$ cat src/rtl/uart_tx_mmio_pkg.sv
// Shared constants and types for the memory-mapped UART transmitter.
package uart_tx_pkg;

   // Register offsets within the block's word-address window
   localparam logic [22:0] OFF_TXDATA = 23'd0;
   localparam logic [22:0] OFF_STATUS = 23'd1;

   // STATUS register bit positions
   localparam int ST_BUSY   = 0;
   localparam int ST_FULL   = 1;
   localparam int ST_EMPTY  = 2;
   localparam int ST_OVF    = 3;
   localparam int ST_CNT_LO = 4;
   localparam int ST_CNT_W  = 5;

   // Transmit state machine states
   typedef enum logic [1:0] {
      IDLE,
      START,
      DATA,
      STOP
   } tx_state_e;

endpackage

$ cat src/rtl/uart_tx_mmio_if.sv
// CPU data-bus slice seen by the UART: strobe, address, write data, byte enables, read data.
interface uart_tx_mmio_if;
   logic        en;
   logic [31:0] addr;
   logic [31:0] d;
   logic [3:0]  we;
   logic [31:0] q;

   modport master (output en, output addr, output d, output we, input q);
   modport slave  (input en, input addr, input d, input we, output q);
endinterface

$ cat src/rtl/uart_tx_mmio_sync_fifo.sv
// Single-clock FIFO; a push while full is accepted when a pop frees space on the same edge.
module sync_fifo #(
   parameter int WIDTH = 8,
   parameter int DEPTH = 16
) (
   input  logic                     clk,
   input  logic                     rst_n,
   input  logic                     push,
   input  logic                     pop,
   input  logic [WIDTH-1:0]         din,
   output logic [WIDTH-1:0]         dout,
   output logic                     full,
   output logic                     empty,
   output logic [$clog2(DEPTH):0]   count
);

   localparam int PTR_W = $clog2(DEPTH);
   localparam int CNT_W = PTR_W + 1;

   logic [PTR_W-1:0] wr_ptr_q, wr_ptr_d;
   logic [PTR_W-1:0] rd_ptr_q, rd_ptr_d;
   logic [CNT_W-1:0] count_q, count_d;
   logic [WIDTH-1:0] mem_q [DEPTH];
   logic             do_push;
   logic             do_pop;

   assign empty = (count_q == '0);
   assign full  = (count_q == CNT_W'(DEPTH));
   assign count = count_q;
   assign dout  = mem_q[rd_ptr_q];

   // Qualify requests and compute next pointer and occupancy values
   always_comb begin
      do_pop   = pop && !empty;
      do_push  = push && (!full || do_pop);
      wr_ptr_d = wr_ptr_q;
      rd_ptr_d = rd_ptr_q;
      count_d  = count_q;
      if (do_push) begin
         wr_ptr_d = wr_ptr_q + PTR_W'(1);
      end
      if (do_pop) begin
         rd_ptr_d = rd_ptr_q + PTR_W'(1);
      end
      if (do_push && !do_pop) begin
         count_d = count_q + CNT_W'(1);
      end else if (do_pop && !do_push) begin
         count_d = count_q - CNT_W'(1);
      end
   end

   // Pointer and occupancy registers, cleared by reset
   always_ff @(posedge clk or negedge rst_n) begin
      if (!rst_n) begin
         wr_ptr_q <= '0;
         rd_ptr_q <= '0;
         count_q  <= '0;
      end else begin
         wr_ptr_q <= wr_ptr_d;
         rd_ptr_q <= rd_ptr_d;
         count_q  <= count_d;
      end
   end

   // Storage array; contents need no reset since occupancy gates every read
   always_ff @(posedge clk) begin
      if (do_push) begin
         mem_q[wr_ptr_q] <= din;
      end
   end

endmodule

$ cat src/rtl/uart_tx_mmio.sv
// Memory-mapped 8N1 UART transmitter: bus decode, STATUS mux, registered read data, TX FSM.
module uart_tx_mmio
   import uart_tx_pkg::*;
#(
   parameter logic [8:0] BASE         = 9'h002,
   parameter int         CLKS_PER_BIT = 868,
   parameter int         FIFO_DEPTH   = 16
) (
   input  logic           clk,
   input  logic           rst_n,
   uart_tx_mmio_if.slave  bus,
   output logic           txd
);

   localparam int BAUD_W = $clog2(CLKS_PER_BIT);
   localparam int CNT_W  = $clog2(FIFO_DEPTH) + 1;
   localparam logic [BAUD_W-1:0] BAUD_LAST = BAUD_W'(CLKS_PER_BIT - 1);

   tx_state_e          state_q, state_d;
   logic [BAUD_W-1:0]  baud_q, baud_d;
   logic [2:0]         bit_idx_q, bit_idx_d;
   logic [7:0]         shift_q, shift_d;
   logic               txd_q, txd_d;
   logic               overflow_q, overflow_d;
   logic [31:0]        q_q, q_d;

   logic               sel;
   logic [22:0]        offset;
   logic               push_req;
   logic               clr_ovf;
   logic               fifo_push;
   logic               fifo_pop;
   logic [7:0]         fifo_dout;
   logic               fifo_full;
   logic               fifo_empty;
   logic [CNT_W-1:0]   fifo_count;
   logic [ST_CNT_W-1:0] cnt_field;
   logic               busy;
   logic [31:0]        status_word;

   sync_fifo #(
      .WIDTH (8),
      .DEPTH (FIFO_DEPTH)
   ) u_fifo (
      .clk   (clk),
      .rst_n (rst_n),
      .push  (fifo_push),
      .pop   (fifo_pop),
      .din   (bus.d[7:0]),
      .dout  (fifo_dout),
      .full  (fifo_full),
      .empty (fifo_empty),
      .count (fifo_count)
   );

   assign busy  = (state_q != IDLE);
   assign txd   = txd_q;
   assign bus.q = q_q;

   // Decode the bus access, build the STATUS word and next read-data/overflow values
   always_comb begin
      sel       = bus.en && (bus.addr[31:23] == BASE);
      offset    = bus.addr[22:0];
      push_req  = sel && (offset == OFF_TXDATA) && bus.we[0];
      clr_ovf   = sel && (offset == OFF_STATUS) && bus.we[0] && bus.d[ST_OVF];
      fifo_push = push_req && (!fifo_full || fifo_pop);

      if (32'(fifo_count) > 31) begin
         cnt_field = 5'd31;
      end else begin
         cnt_field = 5'(fifo_count);
      end

      status_word            = '0;
      status_word[ST_BUSY]   = busy;
      status_word[ST_FULL]   = fifo_full;
      status_word[ST_EMPTY]  = fifo_empty;
      status_word[ST_OVF]    = overflow_q;
      status_word[ST_CNT_LO +: ST_CNT_W] = cnt_field;

      q_d = q_q;
      if (sel) begin
         q_d = (offset == OFF_STATUS) ? status_word : 32'h0;
      end

      overflow_d = overflow_q;
      if (push_req && fifo_full && !fifo_pop) begin
         overflow_d = 1'b1;
      end else if (clr_ovf) begin
         overflow_d = 1'b0;
      end
   end

   // Transmit FSM next state; txd is derived from the next state so it changes on the transition edge
   always_comb begin
      state_d   = state_q;
      baud_d    = baud_q;
      bit_idx_d = bit_idx_q;
      shift_d   = shift_q;
      fifo_pop  = 1'b0;

      case (state_q)
         IDLE: begin
            if (!fifo_empty) begin
               fifo_pop = 1'b1;
               shift_d  = fifo_dout;
               baud_d   = '0;
               state_d  = START;
            end
         end
         START: begin
            if (baud_q == BAUD_LAST) begin
               baud_d    = '0;
               bit_idx_d = 3'd0;
               state_d   = DATA;
            end else begin
               baud_d = baud_q + BAUD_W'(1);
            end
         end
         DATA: begin
            if (baud_q == BAUD_LAST) begin
               baud_d = '0;
               if (bit_idx_q == 3'd7) begin
                  state_d = STOP;
               end else begin
                  bit_idx_d = bit_idx_q + 3'd1;
                  shift_d   = {1'b0, shift_q[7:1]};
               end
            end else begin
               baud_d = baud_q + BAUD_W'(1);
            end
         end
         STOP: begin
            if (baud_q == BAUD_LAST) begin
               baud_d = '0;
               if (!fifo_empty) begin
                  fifo_pop = 1'b1;
                  shift_d  = fifo_dout;
                  state_d  = START;
               end else begin
                  state_d = IDLE;
               end
            end else begin
               baud_d = baud_q + BAUD_W'(1);
            end
         end
         default: begin
            state_d = IDLE;
            baud_d  = '0;
         end
      endcase

      case (state_d)
         START:   txd_d = 1'b0;
         DATA:    txd_d = shift_d[0];
         default: txd_d = 1'b1;
      endcase
   end

   // State, datapath and bus registers; reset aborts any frame and forces the line high
   always_ff @(posedge clk or negedge rst_n) begin
      if (!rst_n) begin
         state_q    <= IDLE;
         baud_q     <= '0;
         bit_idx_q  <= 3'd0;
         shift_q    <= 8'h00;
         txd_q      <= 1'b1;
         overflow_q <= 1'b0;
         q_q        <= 32'h0;
      end else begin
         state_q    <= state_d;
         baud_q     <= baud_d;
         bit_idx_q  <= bit_idx_d;
         shift_q    <= shift_d;
         txd_q      <= txd_d;
         overflow_q <= overflow_d;
         q_q        <= q_d;
      end
   end

endmodule

$ cat src/flat_wrapper.sv
// flat-port wrapper written by rule: the top's interface ports become plain ports
module uart_tx_mmio_flat import uart_tx_pkg::*;
#(
   parameter logic [8:0] BASE         = 9'h002,
   parameter int         CLKS_PER_BIT = 868,
   parameter int         FIFO_DEPTH   = 16
)
  (clk, rst_n, txd, bus_en, bus_addr, bus_d, bus_we, bus_q);
  uart_tx_mmio_if bus_i ();
  input  logic clk;
  input  logic rst_n;
  output logic txd;
  input wire logic [$bits(bus_i.en)-1:0] bus_en;
  input wire logic [$bits(bus_i.addr)-1:0] bus_addr;
  input wire logic [$bits(bus_i.d)-1:0] bus_d;
  input wire logic [$bits(bus_i.we)-1:0] bus_we;
  output wire logic [$bits(bus_i.q)-1:0] bus_q;
  assign bus_i.en = bus_en;
  assign bus_i.addr = bus_addr;
  assign bus_i.d = bus_d;
  assign bus_i.we = bus_we;
  assign bus_q = bus_i.q;
  uart_tx_mmio #(.BASE(BASE), .CLKS_PER_BIT(CLKS_PER_BIT), .FIFO_DEPTH(FIFO_DEPTH)) u_core (.clk(clk), .rst_n(rst_n), .bus(bus_i), .txd(txd));
endmodule
$ cat config.mk
export PLATFORM = sky130hd
export DESIGN_NAME = uart_tx_mmio_flat
export DESIGN_NICKNAME = d
export VERILOG_FILES = /design/src/rtl/uart_tx_mmio_pkg.sv /design/src/rtl/uart_tx_mmio_if.sv /design/src/rtl/uart_tx_mmio_sync_fifo.sv /design/src/rtl/uart_tx_mmio.sv /design/src/flat_wrapper.sv
export SDC_FILE = /design/constraint.sdc
export NUM_CORES = 1
export LEC_CHECK = 0
export BUFFER_PORTS_ARGS = -buffer_cell sky130_fd_sc_hd__buf_2
export CORE_ASPECT_RATIO = 2
export CORE_MARGIN = 2
export CORE_UTILIZATION = 55
export DETAILED_ROUTE_END_ITERATION = 8
export PLACE_DENSITY_LB_ADDON = 0.05
export SLEW_MARGIN = 20
export SYNTH_ARGS = -nofsm -noshare
export SYNTH_HDL_FRONTEND = slang
export SYNTH_SLANG_ARGS = --single-unit
$ cat constraint.sdc
create_clock -name clk -period 4.5 [get_ports clk]
set_input_delay 0 -clock clk [delete_from_list [all_inputs] [get_ports clk]]
set_output_delay 0 -clock clk [all_outputs]
set_load 0.01 [all_outputs]
==> results of run 1 <==
[power groups by stage]
stage          clock [mW]  combinational (mW)  sequential [mW]
2_1_floorplan           0              0.0284             1.77
3_3_place_gp            0              0.0538             1.77
3_5_place_dp            0              0.0553             1.77
4_1_cts              1.48              0.0638             1.73
5_1_grt              1.54              0.0720             1.73
6_report             1.45              0.0633             1.73
[logic make-up (layout without fill, tap and decap cells)]
family,Yosys count,count (layout),synth area share
AO/OA/AOI/OAI,67,67,0.06551
adder cells (fa/ha/maj),19,19,0.03101
multiplexers,42,42,0.1239
buffers and inverters,57,126,0.04098
flip-flops,175,175,0.6350
XOR/XNOR,12,12,0.01329
other,1,23,0.0004742
AND/OR/NAND/NOR,119,119,0.08988
[synth_stat cells (all sizes together), types with 3 or more instances]
master	number
clkbuf	11
nand2	28
a22o	12
inv	13
nor4	10
edfxtp	128
nand3b	4
xor2	4
nor2	21
mux4	40
o31ai	5
nand3	10
nor2b	10
and3	3
nor4bb	3
buf	33
a21oi	3
ha	18
nor4b	5
a221o	6
dfrtp	46
nand4	3
xnor2	8
nor3	11
o21ai	18
[metrics by stage]
step / cell area (µm²) / instances / hold slack, ps
after detailed placement: 8392 / 732 / 238.3
final: 9092 / 775 / 29.35
after CTS: 9085 / 775 / 15.80
after global placement: 8392 / 732 / 231.7
after global routing: 9092 / 775 / 71.06
after floorplan: 7990 / 514 / -295.6
[layer usage]
layer,global-route usage,share of wire
met2,0.3371,0.51
met4,0.08460,0.026
met3,0.04619,0.047
met1,0.2927,0.42
met5,0,0
[cell usage in the layout, fill, tap and decap left out, types with 4 or more instances in the layout]
master,instances
dfrtp_1,46
nand3_1,9
xnor2_1,8
xor2_1,4
ha_1,18
inv_1,13
nor4b_2,5
mux4_1,15
mux4_2,25
nor2b_1,10
a22o_1,12
clkbuf_16,17
nor2_1,21
inv_6,4
nor3_1,8
o31ai_1,4
nand3b_1,4
o21ai_0,18
dlygate4sd3_1,11
buf_2,52
edfxtp_1,128
buf_4,18
nand2_1,28
nor4_1,8
a221o_1,6
conb_1,23
[flip-flops by register name (all words and copies together) (netlist names)]
name,cells
u_core.u_fifo.count,5
u_core.shift_q,8
u_core.txd,1
u_core.bit_idx_q,3
u_core.state_q,2
u_core.bus.q,9
u_core.overflow_q,1
u_core.u_fifo.wr_ptr_q,4
u_core.baud_q,10
u_core.u_fifo.rd_ptr_q,4
u_core.u_fifo.mem_q,128
[how the worst max path moves through the flow]
stage | endpoint | cells past startpoint
after floorplan | u_core.u_fifo.count[4] | 15
after CTS | u_core.u_fifo.count[4] | 13
final | u_core.u_fifo.count[4] | 13
after global placement | u_core.u_fifo.count[4] | 13
after detailed placement | u_core.u_fifo.count[4] | 13
after global routing | u_core.u_fifo.count[4] | 14
[worst max-delay path, cell delays in order (launching register included)]
cell and delay, ps:
dfrtp_1 400, ha_1 210, nor2b_1 360, a41oi_2 280, nor3_1 520, inv_1 110
ha_1 250, inv_1 140, ha_1 260, nor2b_1 130, o21a_1 170, or3_1 310
a21oi_1 190, xor2_1 160
[final cells by class]
type                    instances  area [µm²]  area share
clock buffers                  17       425.4     0.04679
clock inverters                15       157.7     0.01734
inverters                      13       48.80    0.005367
multi-input cells             282        2694      0.2963
flip-flops and latches        175        5021      0.5522
well taps                     192       240.2     0.02642
repair buffers                 81       505.5     0.05559
[repair_timing]
action / in CTS / in global routing
gates resized for setup: 0 / 0
endpoints found under the hold margin: 177 / 0
buffers inserted: 0 / 0
hold buffers: 11 / 0
==> metrics.cfg, run 1 <==
[grt]
grt_max_degree = 48
grt_overflow = 0
track_usage = 0.2151
grt_pass1_wl_um = 23920
grt_pass1_vias = 4354
antenna_found_initial = 0

[power]
p_int_mw = 2.584
power.total_mw = 3.250
power_density_mw_per_mm2 = 357.4
pwr-share-seq = 0.534
comb_power_share = 0.019
p_leak_nw = 3.331
p_sw_frac = 0.2048
p_sw_mw = 0.6655
p_clk_frac = 0.447
irDropWorstVdd_uv = 405.4

[detailed_routing]
ant_nets = 0
vias_per_cell = 5.663
wl_um = 15450
num_vias = 4389
firstDrtPassIters = 5
drc = 0
drt_first_iter_violations = 305
wl_per_cell_um = 19.94

[synth]
yosysWarnings = 0
synth_area_leader_cell = edfxtp_1
synthDominantCellAreaShare = 0.4861
synth_cell_types = 66
synth_area_leaders = edfxtp_1 (49%), dfrtp_1 (15%), mux4_2 (7.1%), mux4_1 (5.0%), ha_1 (2.8%)
synth_flop_cell = edfxtp_1
async_reset_ff_frac = 0.2686
synth_edf_count = 128
ys_ff_latch = 175
synth_area_mm2 = 0.007908
synth_area_per_cell_um2 = 16.07
syn_inst = 492
ys_seq_area_frac = 0.6350

[worst_setup_path]
path_max_fanout = 5
reg2reg_from = u_core.baud_q[0]
crit_start = u_core.baud_q[0]
worstPathRequired_ps = 4840
ff2ff_path_depth = 13
worst-setup-path-type = reg2reg
worstSetupEndpointType = register
worst_r2r_endpoint = u_core.u_fifo.count[4]
crit_path_start_kind = register
arrival_ps = 3910
reg2reg_slack_ps = 930

[floorplanning]
fp.dieW_um = 88.79
die_area_mm2 = 0.01541
core_mm2 = 0.01420
start_util = 0.5570
num_io_pins = 104
fp.dieH_um = 173.6
rows = 62

[layout]
final_core_util = 0.6405
nFillCells = 1045
n_antenna_cell = 0
areaGrowthSynthToFinish_pct = 14.98
drive_gt1_frac = 0.2573
finalNetCount = 660

[clock_tree]
clk_pin_slew_worst_paths_ps = 60
clk_latency_ps = 420
cts_tree = done
cts_buffer_depth = 2
numCtsBuffers = 17
root_buffer = clkbuf_16
htree_num_levels = 4
cts_sinks = 175

[flow_run]
max_cap_viol_count = 0

[run_status]
status = completed

[timing]
post-route-min-period_ps = 3569
slew_viol_final = 0
clock.fmax_ghz = 0.2802
slew_headroom = 0.3162
worstMarginPinSlew_ps = 1022
hold_viol = 0
final.period_utilization = 0.7931
finalSetupTns_ps = 0
setup_viol = 0
finClkSkew_ps = 11.60
setup_ws_ps = 930.9
rsz0062_at_grt = no

[min_path]
worst_hold_startpoint = bus_we[0]
hold_end = u_core.u_fifo.wr_ptr_q[2]
min_path_cells = 5
hold_class = in2reg

[place]
dpl.hpwl_um = 9731
gp_congestion = 0.8181
preCtsSetupSlack_ps = 1001
io_buffers = 53

(Power assumes the default switching activity.)
==> inputs of run 2 (changes only) <==
==> constraint.sdc (replaced) <==
create_clock -name clk -period 3.5 [get_ports clk]
set_input_delay 0 -clock clk [delete_from_list [all_inputs] [get_ports clk]]
set_output_delay 0 -clock clk [all_outputs]
set_load 0.01 [all_outputs]
==> metrics.cfg, run 2 (synthesized netlist as in run 1, its figures left out) <==
[timing]
final.period_utilization = 0.9168
setup_ws_ps = 291.2
hold_viol = 0
worstMarginPinSlew_ps = 932.8
finalSetupTns_ps = 0
finClkSkew_ps = 6.868
slew_viol_final = 0
rsz0062_at_grt = no
setup_viol = 0
slew_headroom = 0.3734
post-route-min-period_ps = 3209
clock.fmax_ghz = 0.3116

[place]
preCtsSetupSlack_ps = 273.1
dp.cells = 742
io_buffers = 53
dpl.hpwl_um = 9670
gp_congestion = 0.7873

[detailed_routing]
drt_first_iter_violations = 324
wl_um = 15820
wl_per_cell_um = 20.15
num_vias = 4494
drc = 0
vias_per_cell = 5.725
ant_nets = 0
firstDrtPassIters = 5

[grt]
grt_pass1_wl_um = 24970
grt_pass1_vias = 4479
grt_overflow = 0
track_usage = 0.2241
antenna_found_initial = 0
grt_max_degree = 48

[power]
power_density_mw_per_mm2 = 458.9
irDropWorstVdd_uv = 397.1
p_leak_nw = 3.385

[layout]
layout_common_cells = edfxtp_1 (128), buf_2 (52), dfrtp_1 (46)
areaGrowthSynthToFinish_pct = 16.20
final_common_cell = edfxtp_1
fin_cells = 785
n_antenna_cell = 0
seqCellArea_mm2 = 0.005021
finalNetCount = 671
top_register = u_core.u_fifo.mem_q
multi_input_area_mm2 = 0.002689
largest_reg_flops = 128
drive_gt1_frac = 0.2631
nFillCells = 1064

[run_status]
status = completed

[floorplanning]
fp.dieH_um = 173.6
core_mm2 = 0.01420
die_area_mm2 = 0.01541
rows = 62
fp.dieW_um = 88.79
num_io_pins = 104
start_util = 0.5570

[min_path]
hold_class = in2reg
hold_end = u_core.u_fifo.wr_ptr_q[2]
min_path_cells = 5
worst_hold_startpoint = bus_we[0]

[worst_setup_path]
arrival_ps = 3560
crit_start = u_core.baud_q[0]
ff2ff_path_depth = 14
reg2reg_slack_ps = 290
worstPathRequired_ps = 3850
path_max_fanout = 5
worst-setup-path-type = reg2reg
crit_path_start_kind = register
reg2reg_from = u_core.baud_q[0]
worstSetupEndpointType = register
worst_r2r_endpoint = u_core.u_fifo.count[4]

[flow_run]
max_cap_viol_count = 0

[clock_tree]
cts_sinks = 175
clk_latency_ps = 420
cts_tree = done
root_buffer = clkbuf_16
clk_pin_slew_worst_paths_ps = 60
cts_buffer_depth = 2
numCtsBuffers = 17
cts-resized-gates = 0
htree_num_levels = 4

run 2: changes by cell type in the layout (fill, tap and decap cells not counted), sizes merged:
cell,delta
inv,-2
buf,+11
bufinv,+1
clkinv,-1
clkbuf,+1
run 2: area by class of cell:
class / instances / area share
Clock buffer: 18 / 0.04670
Multi-Input combinational cell: 282 / 0.2926
Timing Repair Buffer: 92 / 0.06536
Inverter: 13 / 0.005310
Sequential cell: 175 / 0.5464
Clock inverter: 13 / 0.01743
Tap cell: 192 / 0.02614
run 2: critical path: stages, from the launching register on:
cell and delay [ps]:
dfrtp_1 410, ha_1 220, nor2b_1 210, a41oi_2 150, o211ai_1 410, nand3_4 100, inv_1 70, ha_1 210
inv_1 110, ha_1 290, nor2b_1 130, o21a_1 170, or3_1 300, a21oi_1 190, xor2_1 150
run 2: what timing repair did:
action / 4_1_cts / 5_1_grt
setup buffers: 0 / 1
hold buffers: 11 / 0
setup endpoints to repair: 0 / 1
endpoints found under the hold margin: 177 / 0
run 2: layer usage:
layer,up-vias,wire (µm),GRT usage
li1,2081,-,-
met4,0,225,0.08144
met1,2287,6495,0.3066
met5,-,0,0
met2,115,8402,0.3629
met3,11,693,0.03333
run 2: how the worst max path moves through the flow:
| stage | endpoint | slack, ps |
|---|---|---|
| finish | u_core.u_fifo.count[4] | 290 |
| global route | u_core.u_fifo.count[4] | 20 |
| CTS | u_core.u_fifo.count[4] | 240 |
| detailed placement | u_core.u_fifo.count[4] | 270 |
| global placement | u_core.u_fifo.count[4] | 320 |
| floorplan | u_core.u_fifo.count[4] | 110 |
run 2: power breakdown:
| part | switching (mW) | internal (mW) |
|---|---|---|
| Clock | 0.781 | 1.12 |
| Combinational | 0.0515 | 0.0306 |
| Sequential | 0.000931 | 2.23 |
run 2: stage by stage:
| stage | area [µm²] | hold WS (ps) | util | total power, mW |
|---|---|---|---|---|
| final | 9189 | 20.94 | 0.6473 | 4.216 |
| after global routing | 9189 | 72.07 | 0.6473 | 4.338 |
| after CTS | 9179 | 7.071 | 0.6466 | 4.252 |
| after detailed placement | 8479 | 234.7 | 0.5973 | 2.345 |
| after global placement | 8479 | 232.6 | 0.5973 | 2.343 |
| after floorplan | 7990 | -295.6 | - | 2.310 |
==> inputs of run 3 (changes only) <==
--- a/config.mk
+++ b/config.mk
@@ -8,7 +8,7 @@
 export BUFFER_PORTS_ARGS = -buffer_cell sky130_fd_sc_hd__buf_2
 export CORE_ASPECT_RATIO = 2
 export CORE_MARGIN = 2
-export CORE_UTILIZATION = 55
+export CORE_UTILIZATION = 58
 export DETAILED_ROUTE_END_ITERATION = 8
 export PLACE_DENSITY_LB_ADDON = 0.05
 export SLEW_MARGIN = 20
==> metrics.cfg, run 3 (synthesized netlist as in run 1, its figures left out) <==
[layout]
fin_cells = 752
largest_reg_flops = 128
drive_gt1_frac = 0.2814
n_antenna_cell = 0
layout_common_cells = edfxtp_1 (128), buf_2 (52), dfrtp_1 (46)
design_area_mm2 = 0.009184
finalNetCount = 674
nFillCells = 951
multi_input_area_mm2 = 0.002700
areaGrowthSynthToFinish_pct = 16.14
top_register = u_core.u_fifo.mem_q
final_common_cell = edfxtp_1
final_core_util = 0.6873
seqCellArea_mm2 = 0.005021

[floorplanning]
rows = 60
fp.dieW_um = 86.57
core_mm2 = 0.01336
num_io_pins = 104
die_area_mm2 = 0.01464
fp.dieH_um = 169.1
start_util = 0.5918

[clock_tree]
cts_buffer_depth = 2
clk_pin_slew_worst_paths_ps = 70
cts_tree = done
clk_latency_ps = 420
root_buffer = clkbuf_16
htree_num_levels = 4
cts_sinks = 175
numCtsBuffers = 17

[grt]
track_usage = 0.2457
grt_overflow = 0
antenna_found_initial = 0
grt_max_degree = 48
grt_pass1_vias = 4855
grt_pass1_wl_um = 26290

[power]
p_leak_nw = 3.400
irDropWorstVdd_uv = 459.2
power.total_mw = 4.183
power_density_mw_per_mm2 = 455.4

[detailed_routing]
drc = 0
drt_first_iter_violations = 207
firstDrtPassIters = 4
num_vias = 4618
ant_nets = 0
wl_per_cell_um = 22.30
wl_um = 16770
vias_per_cell = 6.141

[worst_setup_path]
ff2ff_path_depth = 13
worst-setup-path-type = reg2reg
critPathSlowestCell = dfrtp_1
reg2reg_slack_ps = 230
worst-path-stages = 13
cpPeakStageDelay_ps = 440
cp-endpoint = u_core.u_fifo.count[4]
crit_path_start_kind = register
path_max_fanout = 6
path_cells = and4bb_2, a41oi_2, o211ai_1, nand3_4, inv_1, ha_2, inv_1, ha_1, nor2b_1, o21a_1, or3_1, a21oi_2, xor2_1
crit_top_cell = inv_1
worstPathRequired_ps = 3840
crit_buf_inv = 2
arrival_ps = 3600
worst_r2r_endpoint = u_core.u_fifo.count[4]
reg2reg_from = u_core.baud_q[4]
crit_start = u_core.baud_q[4]
cp_top_family = simple AND/OR/NAND/NOR gates
worstSetupEndpointType = register

[timing]
slew_viol_final = 0
hold_ws_ps = 32.29
setup_ws_ps = 231.8
worstMarginPinSlew_ps = 913.9
final.period_utilization = 0.9338
finalSetupTns_ps = 0
post-route-min-period_ps = 3268
slew_headroom = 0.3860
finClkSkew_ps = 15.74
setup_viol = 0
hold_viol = 0
clock.fmax_ghz = 0.3060
rsz0062_at_grt = no

[place]
gp_congestion = 0.8182
dpl.hpwl_um = 11270
dpl-instance-area_mm2 = 0.008443
io_buffers = 53
preCtsSetupSlack_ps = 181.5
dp.cells = 708

[flow_run]
max_cap_viol_count = 0

[run_status]
status = completed

[min_path]
hold_class = in2reg

run 3: changes by cell type in the layout (fill, tap and decap cells not counted), sizes merged:
| cell | delta |
|---|---|
| clkbuf | -1 |
| clkinv | +2 |
| buf | +3 |
| bufinv | -3 |
| inv | +3 |
run 3: what timing repair did:
action,CTS,global route
setup buffers,0,1
endpoints found under the setup margin,0,1
endpoints found under the hold margin,177,0
resized for setup,0,4
hold buffers,11,0
run 3: per-layer routing:
metal	track usage	wire length (µm)	up-vias	share of wire
met5	0	0	-	0
met4	0.09511	544	0	0.032
met3	0.03599	632	36	0.038
met2	0.4656	9744	139	0.58
met1	0.2675	5850	2348	0.35
li1	-	-	2095	-
run 3: report_power, final:
part	switching (mW)	internal (mW)
Sequential	0.000488	2.23
Clock	0.903	0.970
Combinational	0.0518	0.0306
Total	0.955	3.23
run 3: how the worst min path moves through the flow:
stage                      startpoint                         to  cells after the start
after global routing        bus_we[0]  u_core.u_fifo.wr_ptr_q[3]                      5
after CTS                   bus_we[0]  u_core.u_fifo.wr_ptr_q[2]                      5
after global placement    bus_addr[0]          u_core.overflow_q                      2
final                       bus_we[0]  u_core.u_fifo.wr_ptr_q[2]                      5
after floorplan                 rst_n           u_core.baud_q[0]                      0
after detailed placement        rst_n            u_core.bus.q[6]                      1
run 3: worst reg2reg max path, cell delays in order, from the launching register on:
cell,delay [ps]
dfrtp_1,440
and4bb_2,400
a41oi_2,150
o211ai_1,410
nand3_4,110
inv_1,80
ha_2,210
inv_1,100
ha_1,310
nor2b_1,150
o21a_1,180
or3_1,330
a21oi_2,180
xor2_1,150
run 3: final cells by class:
cell class,instances,area share
Multi-Input combinational cell,282,0.2940
Inverter,13,0.005313
Tap cell,155,0.02112
Clock inverter,15,0.02003
Timing Repair Buffer,95,0.06649
Clock buffer,17,0.04632
Sequential cell,175,0.5467
